==> src/rtl/player_ctrl.sv <==
// player_ctrl: moves the player sprite one pixel per video frame.
// Each tick it picks a direction from the keys, asks the map block whether
// the candidate cell is walkable, and commits the move on a free answer.
// Ports:
//   clk, rst_n            clock, async active-low reset
//   state_i               game state (2/4/6 = play stages)
//   tick_i                one-cycle frame pulse
//   key_*_i               level direction keys
//   chk_req_o/x_o/y_o     collision-check request and candidate position
//   chk_ack_i/free_i      map response strobe and walkable flag
//   player_x_o/y_o        committed top-left position
//   player_state_o        sprite index = dir*2 + frame
//   moving_o              last tick produced a committed move
module player_ctrl (
  input  logic       clk,
  input  logic       rst_n,
  input  logic [3:0] state_i,
  input  logic       tick_i,
  input  logic       key_up_i,
  input  logic       key_down_i,
  input  logic       key_left_i,
  input  logic       key_right_i,
  output logic       chk_req_o,
  output logic [8:0] chk_x_o,
  output logic [8:0] chk_y_o,
  input  logic       chk_ack_i,
  input  logic       chk_free_i,
  output logic [8:0] player_x_o,
  output logic [8:0] player_y_o,
  output logic [3:0] player_state_o,
  output logic       moving_o
);

  localparam int unsigned PW = 9;
  localparam int unsigned GW = 4;
  localparam int unsigned TW = 4;
  localparam int unsigned CW = 3;

  localparam logic [PW-1:0] X_MAX    = PW'(310);
  localparam logic [PW-1:0] Y_MAX    = PW'(230);
  localparam logic [TW-1:0] TMO_LAST = TW'(14);
  localparam logic [CW-1:0] STEP_WRAP = CW'(7);

  localparam logic [GW-1:0] ST_STAGE1 = GW'(2);
  localparam logic [GW-1:0] ST_STAGE2 = GW'(4);
  localparam logic [GW-1:0] ST_STAGE3 = GW'(6);

  localparam logic [1:0] S_IDLE   = 2'd0;
  localparam logic [1:0] S_WAIT   = 2'd1;
  localparam logic [1:0] S_CHECK  = 2'd2;
  localparam logic [1:0] S_UPDATE = 2'd3;

  localparam logic [1:0] DIR_DOWN  = 2'd0;
  localparam logic [1:0] DIR_UP    = 2'd1;
  localparam logic [1:0] DIR_LEFT  = 2'd2;
  localparam logic [1:0] DIR_RIGHT = 2'd3;

  logic [1:0]    fsm_q, fsm_d;
  logic [GW-1:0] stage_q, stage_d;
  logic [PW-1:0] x_q, x_d, y_q, y_d;
  logic [PW-1:0] cx_q, cx_d, cy_q, cy_d;
  logic          req_q, req_d;
  logic          free_q, free_d;
  logic          moving_q, moving_d;
  logic [1:0]    dir_q, dir_d;
  logic          frame_q, frame_d;
  logic [CW-1:0] step_q, step_d;
  logic [TW-1:0] tmo_q, tmo_d;

  logic          is_play;
  logic          key_any;
  logic [PW-1:0] spawn_x, spawn_y;
  logic [1:0]    pick_dir;
  logic [PW-1:0] cand_x, cand_y;
  logic          cand_ok;

  // Play-state decode and per-stage spawn point
  always_comb begin
    is_play = 1'b1;
    spawn_x = PW'(20);
    spawn_y = PW'(20);
    case (state_i)
      ST_STAGE1: begin spawn_x = PW'(20);  spawn_y = PW'(20);  end
      ST_STAGE2: begin spawn_x = PW'(20);  spawn_y = PW'(200); end
      ST_STAGE3: begin spawn_x = PW'(150); spawn_y = PW'(110); end
      default:   is_play = 1'b0;
    endcase
  end

  // Direction priority up > down > left > right; bound test precedes the
  // +/-1 so a candidate never wraps
  always_comb begin
    key_any  = key_up_i | key_down_i | key_left_i | key_right_i;
    pick_dir = DIR_DOWN;
    cand_x   = x_q;
    cand_y   = y_q;
    cand_ok  = 1'b0;
    if (key_up_i) begin
      pick_dir = DIR_UP;
      if (y_q != '0) begin
        cand_ok = 1'b1;
        cand_y  = y_q - PW'(1);
      end
    end else if (key_down_i) begin
      pick_dir = DIR_DOWN;
      if (y_q < Y_MAX) begin
        cand_ok = 1'b1;
        cand_y  = y_q + PW'(1);
      end
    end else if (key_left_i) begin
      pick_dir = DIR_LEFT;
      if (x_q != '0) begin
        cand_ok = 1'b1;
        cand_x  = x_q - PW'(1);
      end
    end else if (key_right_i) begin
      pick_dir = DIR_RIGHT;
      if (x_q < X_MAX) begin
        cand_ok = 1'b1;
        cand_x  = x_q + PW'(1);
      end
    end
  end

  // Next-state and output logic
  always_comb begin
    fsm_d    = fsm_q;
    stage_d  = state_i;
    x_d      = x_q;
    y_d      = y_q;
    cx_d     = cx_q;
    cy_d     = cy_q;
    req_d    = req_q;
    free_d   = free_q;
    moving_d = moving_q;
    dir_d    = dir_q;
    frame_d  = frame_q;
    step_d   = step_q;
    tmo_d    = tmo_q;

    if (!is_play) begin
      // Non-play abandons any pending check without committing
      fsm_d = S_IDLE;
      req_d = 1'b0;
    end else if (fsm_q == S_IDLE || state_i != stage_q) begin
      // Entering play or switching stage: respawn
      x_d      = spawn_x;
      y_d      = spawn_y;
      req_d    = 1'b0;
      moving_d = 1'b0;
      step_d   = '0;
      tmo_d    = '0;
      fsm_d    = S_WAIT;
    end else begin
      case (fsm_q)
        S_WAIT: begin
          if (tick_i) begin
            if (!key_any) begin
              moving_d = 1'b0;
              frame_d  = 1'b0;
              step_d   = '0;
            end else begin
              dir_d = pick_dir;
              if (cand_ok) begin
                cx_d  = cand_x;
                cy_d  = cand_y;
                req_d = 1'b1;
                tmo_d = '0;
                fsm_d = S_CHECK;
              end else begin
                moving_d = 1'b0;
              end
            end
          end
        end
        S_CHECK: begin
          if (chk_ack_i) begin
            free_d = chk_free_i;
            req_d  = 1'b0;
            fsm_d  = S_UPDATE;
          end else if (tmo_q == TMO_LAST) begin
            free_d = 1'b0;
            req_d  = 1'b0;
            fsm_d  = S_UPDATE;
          end else begin
            tmo_d = tmo_q + TW'(1);
          end
        end
        S_UPDATE: begin
          if (free_q) begin
            x_d      = cx_q;
            y_d      = cy_q;
            moving_d = 1'b1;
            step_d   = step_q + CW'(1);
            if (step_q == STEP_WRAP) frame_d = ~frame_q;
          end else begin
            moving_d = 1'b0;
            step_d   = '0;
          end
          fsm_d = S_WAIT;
        end
        default: fsm_d = S_IDLE;
      endcase
    end
  end

  // State registers
  always_ff @(posedge clk or negedge rst_n) begin
    if (!rst_n) begin
      fsm_q    <= S_IDLE;
      stage_q  <= '0;
      x_q      <= '0;
      y_q      <= '0;
      cx_q     <= '0;
      cy_q     <= '0;
      req_q    <= 1'b0;
      free_q   <= 1'b0;
      moving_q <= 1'b0;
      dir_q    <= DIR_DOWN;
      frame_q  <= 1'b0;
      step_q   <= '0;
      tmo_q    <= '0;
    end else begin
      fsm_q    <= fsm_d;
      stage_q  <= stage_d;
      x_q      <= x_d;
      y_q      <= y_d;
      cx_q     <= cx_d;
      cy_q     <= cy_d;
      req_q    <= req_d;
      free_q   <= free_d;
      moving_q <= moving_d;
      dir_q    <= dir_d;
      frame_q  <= frame_d;
      step_q   <= step_d;
      tmo_q    <= tmo_d;
    end
  end

  assign chk_req_o      = req_q;
  assign chk_x_o        = cx_q;
  assign chk_y_o        = cy_q;
  assign player_x_o     = x_q;
  assign player_y_o     = y_q;
  assign player_state_o = {1'b0, dir_q, frame_q};
  assign moving_o       = moving_q;

endmodule

==> config.mk <==
export PLATFORM = sky130hd
export DESIGN_NAME = player_ctrl
export DESIGN_NICKNAME = d
export VERILOG_FILES = /design/src/rtl/player_ctrl.sv
export SDC_FILE = /design/constraint.sdc
export NUM_CORES = 1
export LEC_CHECK = 0
export BUFFER_PORTS_ARGS = -buffer_cell sky130_fd_sc_hd__buf_2
export CAP_MARGIN = 20
export CORE_MARGIN = 5
export CORE_UTILIZATION = 30
export DETAILED_ROUTE_END_ITERATION = 10
export HOLD_SLACK_MARGIN = 0.05
export SYNTH_ARGS = -nofsm -noshare
export SYNTH_HDL_FRONTEND = slang
export SYNTH_SLANG_ARGS = --single-unit
==> constraint.sdc <==
create_clock -name clk -period 3 [get_ports clk]
set_input_delay 0.6 -clock clk [delete_from_list [all_inputs] [get_ports clk]]
set_output_delay 0.6 -clock clk [all_outputs]
set_load 0.005 [all_outputs]
==> metrics.log, run 1 <==
INFO  metric run_status = completed
INFO  metric total_setup_buffers_inserted_after_cts = 0
INFO  metric multi_input_area = 1730 um^2
INFO  metric vdd_ir_drop_max = between 0.00015 and 0.0002 V
INFO  metric routed_wirelength = about 8600 um
INFO  metric antenna_cells_inserted = 0
INFO  metric dp.final_hpwl = 6430 um
INFO  metric clock_skew = approximately 11 ps
INFO  metric cp_data_required_time = 3200 ps
INFO  metric clk_pin_slew = 100 ps
INFO  metric tritoncts = yes
INFO  metric post-synth-top-area-cell = dfrtp_1
INFO  metric holdWs = 416 ps
INFO  metric synth_fp_nets = between 300 and 400
INFO  metric yosys-top-cells-count = dfrtp_1 (55), nand2_1 (39), nor2_1 (36)
INFO  metric total_leakage_power = 1.74 nW
INFO  metric place_ws = about 260 ps
INFO  metric critical-path-max-stage-delay = between 400 and 500 ps
INFO  metric timing.setup.critical_path_class = register to register
INFO  metric register_area = 1380 um^2
INFO  metric dr.first_iter.drc_count = around 160
INFO  metric slew_headroom = 0.366
INFO  metric period_minus_slack = approximately 2500 ps
INFO  metric drive_gt1_frac = 0.217
INFO  metric cts.root.buffer_cell = clkbuf_8
INFO  metric vias_per_cell = ~5.1
INFO  metric wire_length_of_the_first_global_routing_pass = approximately 14000 um
INFO  metric synth_sequential_area_ratio = 0.419
INFO  metric place.port_buffers = 53
INFO  metric ys_ff_latch = between 50 and 60
INFO  metric fp.dieW = between 100 and 150 um
INFO  metric synth.avg_cell_area = approximately 9 um^2
INFO  metric synth_compound_area_frac = 0.188
INFO  metric start_kind = register
INFO  metric combinational_family_with_the_most_area_after_synthesis = compound AO/OA/AOI/OAI gates
INFO  metric synth_area = 3290 um^2
INFO  metric number_of_global_route_vias_before_repair = 2787
INFO  metric postSynth.asyncResetShare = 1.00
INFO  metric rsz0062_at_grt = no
INFO  metric gp_routability_congestion = about 0.84
INFO  metric global_route.usage.total = 0.136
INFO  metric finalNonFillerCells = approximately 560
INFO  metric floorplan.initialDensity = 0.305
INFO  metric grt_start_max_net_pins = 41
INFO  metric critical_path_buf_inv_count = 2
INFO  metric fin_setup_tns = 0 ps
INFO  metric period_share = 0.845
INFO  metric synth_top_area_frac = 0.419
INFO  metric worst_setup_path_end_kind = register
INFO  metric synth_area_leaders = dfrtp_1 (42%), ha_1 (4.9%), nand2_1 (4.5%)
INFO  metric clkSinkCount = 55
INFO  metric finalHoldViolations = 0
INFO  metric num-fill-cells = roughly 1100
INFO  metric timing.final.ws_setup = ~470 ps
INFO  metric cts_hold_fix_bufs = 0
INFO  metric syn2layout_area_growth = 16.1%
INFO  metric post_synth_fa_ha_maj_area_fraction = 0.0495
INFO  metric clk_latency = ~320 ps
INFO  metric power = around 1.5 mW
INFO  metric synth-simple-area-share = 0.188
INFO  metric core.rowCount = 38
INFO  metric cpLargestDelayFamily = compound AO/OA/AOI/OAI gates
INFO  metric critical_path_arrival = 2740 ps
INFO  metric route.detailed.drc = 0
INFO  metric num_vias = 2831
INFO  metric ios = 55
INFO  metric synth.lib_cells_used.distinct = 62
INFO  metric synthCells = ~360
INFO  metric number_of_antenna_violations_at_the_first_check_in_global_routing = 0
INFO  metric floorplan.die.height = roughly 110 um
INFO  metric yosysWarningCount = 0
INFO  metric overflow = 0
INFO  metric synth_flop_cell = dfrtp_1
INFO  metric timing_worst_slew_pin_value = ~950 ps
INFO  metric power_density = 389 nW/um^2
INFO  metric wl_per_cell = 15.4 um
INFO  metric core_region_area = 10800 um^2
INFO  metric final_count_of_pins_violating_max_slew = 0
INFO  metric cell_by_cell_listing_of_the_critical_path = inv_1 > ha_1 > or4b_1 > o21bai_1 > o2111a_1 > nor4_4 > buf_12 > mux2_1
INFO  metric holdCritPathClass = primary input to async pin
INFO  metric timing.critical_path.fanout_max = 29
INFO  metric numCtsBuffers = 5
INFO  metric design.die.area = between 10000 and 15000 um^2
INFO  metric setup_viol = 0
INFO  metric area_share_of_xor_xnor_cells_in_the_synthesized_design = 0.0400
INFO  metric cts_max_level = 2
INFO  metric finalNetCount = 440
INFO  metric drv_cap = 0
INFO  metric synth_most_common_cell = dfrtp_1
INFO  metric cp_max_stage_cell = dfrtp_1
INFO  metric cts_resized = 0
INFO  metric yosys-mux-area-fraction = 0.0559
INFO  metric antenna_violating_nets_post_route = 0
INFO  metric clk_path_buf_depth = 2
INFO  metric synth-edff-count = 0
INFO  metric clock.fmax = ~390 MHz
INFO  metric placed_cells = between 500 and 600
INFO  metric first_pass_iters = 4
## flip-flops by register name (all words and copies together) (netlist names)
name	flops
chk_x_o	9
chk_y_o	9
player_x_o	9
player_y_o	9
stage_q	4
tmo_q	4
step_q	3
dir_q	2
fsm_q	2
chk_req_o	1
frame_q	1
free_q	1
moving_o	1
## metal layers
metal  part of all wire  vias up  wire length, um  track usage
met2               0.48       64             4130        0.225
met1               0.45     1358             3850        0.179
met3              0.053        9              457       0.0291
met5                  0        -                0            0
li1                   -     1400                -            -
met4              0.013        0              114       0.0376
## cell usage in the layout (no fill, tap or decap), types with 3 or more instances in the layout
master    synthesis  layout
dfrtp_1          55      55
buf_2             5      53
nand2_1          39      39
nor2_1           36      36
a21oi_1          23      23
inv_1            21      21
o21ai_0          17      17
ha_1             13      13
buf_4             4      11
mux2_2           10      10
nand3_1           8       8
xor2_1            8       8
nor3_1            8       7
a22o_1            7       7
xnor2_1           7       7
nor4_1            6       6
mux2i_1           6       6
a31oi_1           6       6
o211ai_1          5       5
nand2b_1          5       5
clkbuf_8          0       5
nand4_1           4       4
o22ai_1           4       4
a211oi_1          3       3
a21o_1            3       3
o21a_1            3       3
and3_1            3       3
## worst reg2reg max path, cell delays in order, from the launching register on
cell and delay [ps]:
dfrtp_1 480, inv_1 120, ha_1 160, or4b_1 460, o21bai_1 200, o2111a_1 380
nor4_4 100, buf_12 200, mux2_1 320
## report_power, final
part / leakage (nW) / total (mW) / internal [mW] / switching, mW
combinational: 0.974 / 0.254 / 0.104 / 0.149
clock: 0.0412 / 0.421 / 0.164 / 0.257
sequential: 0.723 / 0.810 / 0.768 / 0.0423
total: 1.74 / 1.48 / 1.04 / 0.448
## kinds of logic after synthesis
| group | count (synthesis) |
|---|---|
| simple gates | 126 |
| other cells | 1 |
| xor+xnor | 15 |
| mux | 17 |
| fa+ha+maj | 13 |
| buf+inv | 44 |
| flops | 55 |
| compound gates | 93 |
## final cells by class
type | count | area share
multi-input cells | 265 | 0.453
flip-flops and latches | 55 | 0.360
repair buffers | 65 | 0.0963
well taps | 140 | 0.0459
inverters | 22 | 0.0216
clock buffers | 6 | 0.0190
clock inverters | 2 | 0.00328
## path summary, 6_finish.rpt
| check | start | endpoint | slack (ps) | cells past startpoint |
|---|---|---|---|---|
| setup / recovery | player_x_o[0]$_DFFE_PN0P_ | chk_x_o[4]$_DFFE_PN0P_ | 470 | 8 |
| max in group asynchronous | rst_n | player_x_o[8]$_DFFE_PN0P_ | 1860 | 2 |
| hold reg to reg | moving_o$_DFFE_PN0P_ | moving_o$_DFFE_PN0P_ | 520 | 1 |
| hold / removal | rst_n | dir_q[0]$_DFFE_PN0P_ | 420 | 1 |
| min in group clk | state_i[3] | stage_q[3]$_DFF_PN0_ | 430 | 1 |
| setup reg to reg | player_x_o[0]$_DFFE_PN0P_ | chk_x_o[4]$_DFFE_PN0P_ | 470 | 8 |
## per-stage QoR
step	utilization	cell area [um^2]
floorplan	-	3290
global placement	0.346	3730
detailed placement	0.346	3730
CTS	0.354	3820
global route	0.354	3820
finish	0.354	3820
Note: power is estimated with default switching activity, not from simulation.
==> run 2: changes to the inputs <==
- clock period: 3 -> 2.3 ns (I/O delays scaled with it)
==> metrics.log, run 2 (synthesis gave the netlist of run 1 again) <==
INFO  metric fp.dieW = 115 um (unchanged)
INFO  metric utilization = 0.403 (+0.0494)
INFO  metric crit_end = fsm_q[1]$_DFFE_PN0P_
INFO  metric route.detailed.drc = 0 (unchanged)
INFO  metric fin_setup_tns = 0 ps (unchanged)
INFO  metric syn2layout_area_growth = 32.3%
INFO  metric vdd_ir_drop_max = 0.000210 V (+14%)
INFO  metric run_status = completed
INFO  metric cp_data_required_time = 2530 ps (-670 ps)
INFO  metric worst_r2r_endpoint = fsm_q[1]$_DFFE_PN0P_
INFO  metric drive_gt1_frac = 0.340 (+0.123)
INFO  metric highest_layer = met4
INFO  metric cp-startpoint = fsm_q[0]$_DFFE_PN0P_
INFO  metric core.rowCount = 38 (unchanged)
INFO  metric timing_worst_slew_pin_value = 638 ps (-313 ps)
INFO  metric timing.critical_path.fanout_max = 5 (-83%)
INFO  metric critical-path-max-stage-delay = 540 ps (+60 ps)
INFO  metric clock.fmax = 443 MHz (+12%)
INFO  metric net_switching_share_of_the_total_power = 0.294 (-0.00847)
INFO  metric pwr-share-seq = 0.517 (-0.029)
INFO  metric routed_wirelength = 9490 um (+11%)
INFO  metric ios = 55 (unchanged)
INFO  metric setup.reg_to_reg.worst_slack = 40 ps (-430 ps)
INFO  metric intPower = 1.42 mW (+37%)
INFO  metric slew_headroom = 0.575 (+0.209)
INFO  metric cts.root.buffer_cell = clkbuf_8
INFO  metric clk_path_buf_depth = 2 (unchanged)
INFO  metric clk_pin_slew = 100 ps (about the same)
INFO  metric most-common-layout-cells = buf_4 (62), dfrtp_1 (55), buf_2 (53)
INFO  metric timing.setup.critical_path_class = register to register
INFO  metric wl_per_cell = 15.5 um (+0.76%)
INFO  metric worst_setup_path_end_kind = register
INFO  metric floorplan.die.height = 115 um (unchanged)
INFO  metric antenna_violating_nets_post_route = 0 (unchanged)
INFO  metric overflow = 0 (unchanged)
INFO  metric core_region_area = 10800 um^2 (unchanged)
INFO  metric r2r_start = fsm_q[0]$_DFFE_PN0P_
INFO  metric num_vias = 3083 (+8.9%)
INFO  metric met2RoutedLength = 4460 um (+7.9%)
INFO  metric place.port_buffers = 53 (unchanged)
INFO  metric clkSinkCount = 55 (unchanged)
INFO  metric power_density = 462 nW/um^2 (+19%)
INFO  metric register_area = 1380 um^2 (unchanged)
INFO  metric dp.final_hpwl = 7020 um (+9.2%)
INFO  metric cts_hold_fix_bufs = 0 (unchanged)
INFO  metric power_switching = 590 uW (+32%)
INFO  metric start_kind = register
INFO  metric multi_input_area = 1800 um^2 (+3.8%)
INFO  metric drt-met1-wl = 4250 um (+10%)
INFO  metric total_leakage_power = 2.04 nW (+18%)
INFO  metric met3_length = 470 um (+2.8%)
INFO  metric numCtsBuffers = 5 (unchanged)
INFO  metric floorplan.initialDensity = 0.305 (unchanged)
INFO  metric clk_latency = 310 ps (about the same)
INFO  metric tritoncts = yes
INFO  metric vias_per_cell = 5.05 (-1.1%)
INFO  metric combinational_power_share = 0.218 (+0.047)
INFO  metric clockPowerShare = 0.265 (-0.019)
INFO  metric num-fill-cells = 1077 (-5.0%)
INFO  metric design.die.area = 13200 um^2 (unchanged)
INFO  metric mostFrequentLayoutCell = buf_4
INFO  metric period_share = 0.982 (+0.138)
INFO  metric finalHoldViolations = 0 (unchanged)
INFO  metric clock_skew = 6.58 ps (-4.68 ps)
INFO  metric antenna_cells_inserted = 0 (unchanged)
INFO  metric period_minus_slack = 2260 ps (-275 ps)
INFO  metric finalNetCount = 496 (+13%)
INFO  metric cp_max_stage_cell = or4b_4
INFO  metric first_pass_iters = 4 (unchanged)
INFO  metric setup_viol = 0 (unchanged)
INFO  metric number_of_antenna_violations_at_the_first_check_in_global_routing = 0 (unchanged)
INFO  metric rsz0062_at_grt = yes
INFO  metric drv_cap = 0 (unchanged)
INFO  metric cell_by_cell_listing_of_the_critical_path = inv_2 > ha_2 > a21o_1 > or3_4 > or4b_4 > nand2_1 > mux2i_2
INFO  metric final_count_of_pins_violating_max_slew = 0 (unchanged)
INFO  metric grt_start_max_net_pins = 31 (-24%)
INFO  metric gp_routability_congestion = 0.886 (+5.2%)
INFO  metric global_route.usage.total = 0.145 (+0.00947)
INFO  metric dr.first_iter.drc_count = 150 (-5.7%)
INFO  metric number_of_global_route_vias_before_repair = 3067 (+10%)
INFO  metric cts_max_level = 2 (unchanged)
INFO  metric wire_length_of_the_first_global_routing_pass = 15300 um (+8.0%)
INFO  metric critical_path_arrival = 2490 ps (-250 ps)
INFO  metric holdCritPathClass = primary input to async pin
INFO  metric ff2ff_path_depth = 7 (-1)
-- run 2: area by class of cell --
type	instances	area share
Multi-Input combinational cell	265	0.413
Sequential cell	55	0.316
Timing Repair Buffer	121	0.193
Tap cell	140	0.0403
Inverter	22	0.0190
Clock buffer	7	0.0175
Clock inverter	1	0.00115
-- run 2: what timing repair did --
action	in CTS	in global routing
setup buffers	6	4
setup endpoints to repair	12	23
cloned	0	1
gates resized for setup	4	19
pin swaps	2	5
-- run 2: layer usage --
layer / vias up / GRT usage
met5: - / 0
met2: 86 / 0.237
met3: 28 / 0.0285
li1: 1511 / -
met4: 0 / 0.0618
met1: 1458 / 0.187
-- run 2: power by group through the flow --
stage                     clock, mW  combinational, mW  sequential (mW)
after global placement            0              0.414             1.06
after global routing          0.589              0.487             1.05
after detailed placement          0              0.418             1.06
final                         0.534              0.438             1.04
after CTS                     0.559              0.426             1.04
after floorplan                   0              0.211             1.05
-- run 2: worst min path at each step --
stage / depth (start not counted) / end / from
after floorplan: 0 / chk_req_o$_DFFE_PN0P_ / rst_n
after global placement: 1 / moving_o$_DFFE_PN0P_ / moving_o$_DFFE_PN0P_
after detailed placement: 1 / player_x_o[0]$_DFFE_PN0P_ / chk_x_o[0]$_DFFE_PN0P_
after CTS: 1 / tmo_q[3]$_DFFE_PN0P_ / rst_n
after global routing: 1 / tmo_q[3]$_DFFE_PN0P_ / rst_n
final: 1 / dir_q[1]$_DFFE_PN0P_ / rst_n
-- run 2: through the flow --
step           cells  worst slack [ps]  hold WS (ps)  cell area, um^2  total power, mW
4_1_cts          606              11.9           181             4230             2.02
2_1_floorplan    364              30.4           164             3290             1.27
5_1_grt          611             -32.3           203             4350             2.12
3_5_place_dp     593              -176           506             4100             1.48
6_report         611              41.0           159             4350             2.01
3_3_place_gp     593              -155           490             4100             1.47
-- run 2: worst max-delay path, delay by kind of cell, from the launching register on --
kind	cells	cell delay [ps]
AO/OA/AOI/OAI	1	160
adder cells (fa/ha/maj)	1	180
buffers and inverters	1	70
flip-flops	1	380
multiplexers	1	260
AND/OR/NAND/NOR	3	1130
==> run 3: changes to the inputs <==
- CELL_PAD_IN_SITES_DETAIL_PLACEMENT: unset -> 0
- CELL_PAD_IN_SITES_GLOBAL_PLACEMENT: unset -> 1
- GPL_TIMING_DRIVEN: unset -> 0
- PLACE_DENSITY_LB_ADDON: unset -> 0.1
==> metrics.log, run 3 (synthesis gave the netlist of run 1 again) <==
INFO  metric use_met3 = 0.0222 (-0.00634)
INFO  metric slew_headroom = 0.335 (-0.240)
INFO  metric wl_per_cell = 17.7 um (+14%)
INFO  metric number_of_antenna_violations_at_the_first_check_in_global_routing = 0 (unchanged)
INFO  metric clock_skew = 12.3 ps (+5.70 ps)
INFO  metric vias_per_cell = 5.15 (+2.1%)
INFO  metric routed_wirelength = 10200 um (+7.7%)
INFO  metric wire_length_of_the_first_global_routing_pass = 16400 um (+7.2%)
INFO  metric holdCritPathClass = primary input to async pin
INFO  metric num-fill-cells = 1127 (+4.6%)
INFO  metric use_met2 = 0.259 (+0.0225)
INFO  metric place.port_buffers = 53 (unchanged)
INFO  metric worst_r2r_endpoint = chk_x_o[7]$_DFFE_PN0P_
INFO  metric number_of_global_route_vias_before_repair = 2959 (-3.5%)
INFO  metric grt_start_max_net_pins = 32 (+3.2%)
INFO  metric global_route.usage.total = 0.159 (+0.0135)
INFO  metric dp.final_hpwl = 7240 um (+3.2%)
INFO  metric ff2ff_path_depth = 8 (+1)
INFO  metric timing.critical_path.fanout_max = 5 (unchanged)
INFO  metric clk_latency = 310 ps (about the same)
INFO  metric globalRouteMet1Util = 0.223 (+0.0355)
INFO  metric fp.dieW = 115 um (unchanged)
INFO  metric syn2layout_area_growth = 25.9%
INFO  metric tritoncts = yes
INFO  metric period_share = 0.992 (+0.00960)
INFO  metric floorplan.initialDensity = 0.305 (unchanged)
INFO  metric holdWs = 156 ps (-2.93 ps)
INFO  metric finalNonFillerCells = 576 (-5.7%)
INFO  metric final_count_of_pins_violating_max_slew = 0 (unchanged)
INFO  metric finalNetCount = 461 (-7.1%)
INFO  metric overflow = 0 (unchanged)
INFO  metric period_minus_slack = 2280 ps (+22.1 ps)
INFO  metric vdd_ir_drop_max = 0.000246 V (+17%)
INFO  metric timing_worst_slew_pin_value = 988 ps (+350 ps)
INFO  metric grt_busiest_layer = met2
INFO  metric floorplan.die.height = 115 um (unchanged)
INFO  metric r2r_start = player_x_o[0]$_DFFE_PN0P_
INFO  metric setup_viol = 0 (unchanged)
INFO  metric design.die.area = 13200 um^2 (unchanged)
INFO  metric finalHoldViolations = 0 (unchanged)
INFO  metric num_vias = 2967 (-3.8%)
INFO  metric ios = 55 (unchanged)
INFO  metric setup.reg_to_reg.worst_slack = 20 ps (-20 ps)
INFO  metric antenna_cells_inserted = 0 (unchanged)
INFO  metric numCtsBuffers = 5 (unchanged)
INFO  metric critical_path_arrival = 2480 ps (about the same)
INFO  metric core.rowCount = 38 (unchanged)
INFO  metric clkSinkCount = 55 (unchanged)
INFO  metric antenna_violating_nets_post_route = 0 (unchanged)
INFO  metric timing.setup.critical_path_class = register to register
INFO  metric mostFrequentLayoutCell = buf_2
INFO  metric most-common-layout-cells = buf_2 (56), dfrtp_1 (49), nand2_1 (37)
INFO  metric placed_cells = 558 (-5.9%)
INFO  metric clk_pin_slew = 110 ps (about the same)
INFO  metric start_kind = register
INFO  metric power_density = 482 nW/um^2 (+4.4%)
INFO  metric drv_cap = 0 (unchanged)
INFO  metric dr.first_iter.drc_count = 135 (-10%)
INFO  metric clk_path_buf_depth = 2 (unchanged)
INFO  metric multi_input_area = 1900 um^2 (+5.5%)
INFO  metric worst_setup_path_end_kind = register
INFO  metric rsz0062_at_grt = yes
INFO  metric run_status = completed
INFO  metric cts.root.buffer_cell = clkbuf_8
INFO  metric core_region_area = 10800 um^2 (unchanged)
INFO  metric route.detailed.drc = 0 (unchanged)
INFO  metric first_pass_iters = 4 (unchanged)
INFO  metric clock.fmax = 438 MHz (-0.97%)
INFO  metric cp_data_required_time = 2500 ps (-30 ps)
INFO  metric gp_routability_congestion = 0.775 (-13%)
INFO  metric register_area = 1380 um^2 (+0.55%)
INFO  metric drive_gt1_frac = 0.330 (-0.00943)
INFO  metric total_leakage_power = 1.85 nW (-9.3%)
INFO  metric cts_max_level = 2 (unchanged)
INFO  metric cts_hold_fix_bufs = 0 (unchanged)
[run 3: cell count changes in the layout (fill, tap and decap cells not counted), moves of 3 or more]
| cell | previous run | this run |
|---|---|---|
| a21oi_2 | 1 | 10 |
| mux2_2 | 7 | 4 |
| a21oi_1 | 22 | 13 |
| buf_4 | 62 | 20 |
| buf_2 | 53 | 56 |
| dfrtp_2 | 0 | 6 |
| dfrtp_1 | 55 | 49 |
| mux2_4 | 4 | 7 |
[run 3: through the flow]
stage           util  TNS, ps  cell area, um^2  total power [mW]  setup WS [ps]
6_report       0.384        0             4140              2.00           18.9
5_1_grt        0.384     -519             4140              2.11          -50.8
4_1_cts        0.374     -147             4030              2.00          -28.9
3_5_place_dp   0.347   -24960             3750              1.41           -701
3_3_place_gp   0.345   -24260             3730              1.40           -669
2_1_floorplan      -        0             3290              1.27           30.4
[run 3: worst max path at each step]
| stage | startpoint | end | slack [ps] | depth (start not counted) |
|---|---|---|---|---|
| after detailed placement | key_up_i | chk_y_o[5]$_DFFE_PN0P_ | -700 | 8 |
| after global placement | key_up_i | chk_y_o[4]$_DFFE_PN0P_ | -670 | 8 |
| after CTS | stage_q[2]$_DFF_PN0_ | moving_o$_DFFE_PN0P_ | -30 | 7 |
| final | player_x_o[0]$_DFFE_PN0P_ | chk_x_o[7]$_DFFE_PN0P_ | 20 | 8 |
| after floorplan | key_up_i | chk_x_o[5]$_DFFE_PN0P_ | 30 | 7 |
| after global routing | player_x_o[7]$_DFFE_PN0P_ | chk_x_o[4]$_DFFE_PN0P_ | -50 | 6 |
[run 3: final cells by class]
cell class / count / share of cell area
multi-input cells: 265 / 0.458
flip-flops and latches: 55 / 0.334
repair buffers: 72 / 0.102
well taps: 140 / 0.0423
plain buffers: 14 / 0.0233
inverters: 22 / 0.0199
clock buffers: 7 / 0.0184
clock inverters: 1 / 0.00121
[run 3: power breakdown]
part           internal (mW)  switching [mW]  total [mW]
combinational          0.160           0.223       0.382
sequential              1.00          0.0595        1.06
clock                  0.216           0.338       0.554
total                   1.38           0.620        2.00
[run 3: repair_timing]
action | 4_1_cts | 5_1_grt
resized for setup | 36 | 30
setup endpoints to repair | 48 | 45
cloned | 1 | 0
pin swaps | 5 | 8
setup buffers | 14 | 3
[run 3: worst max-delay path, cell delays in order, from the launching register on]
cell and delay (ps):
dfrtp_2 440, inv_2 80, ha_4 130, or4b_4 480, o21bai_4 150, o2111a_2 310
nor4_4 80, buf_6 200, mux2_4 290
[run 3: per-layer routing]
| metal | vias to the layer above | routed length, um |
|---|---|---|
| met5 | - | 0 |
| met4 | 0 | 133 |
| met3 | 11 | 299 |
| met2 | 43 | 4860 |
| met1 | 1475 | 4920 |
| li1 | 1438 | - |
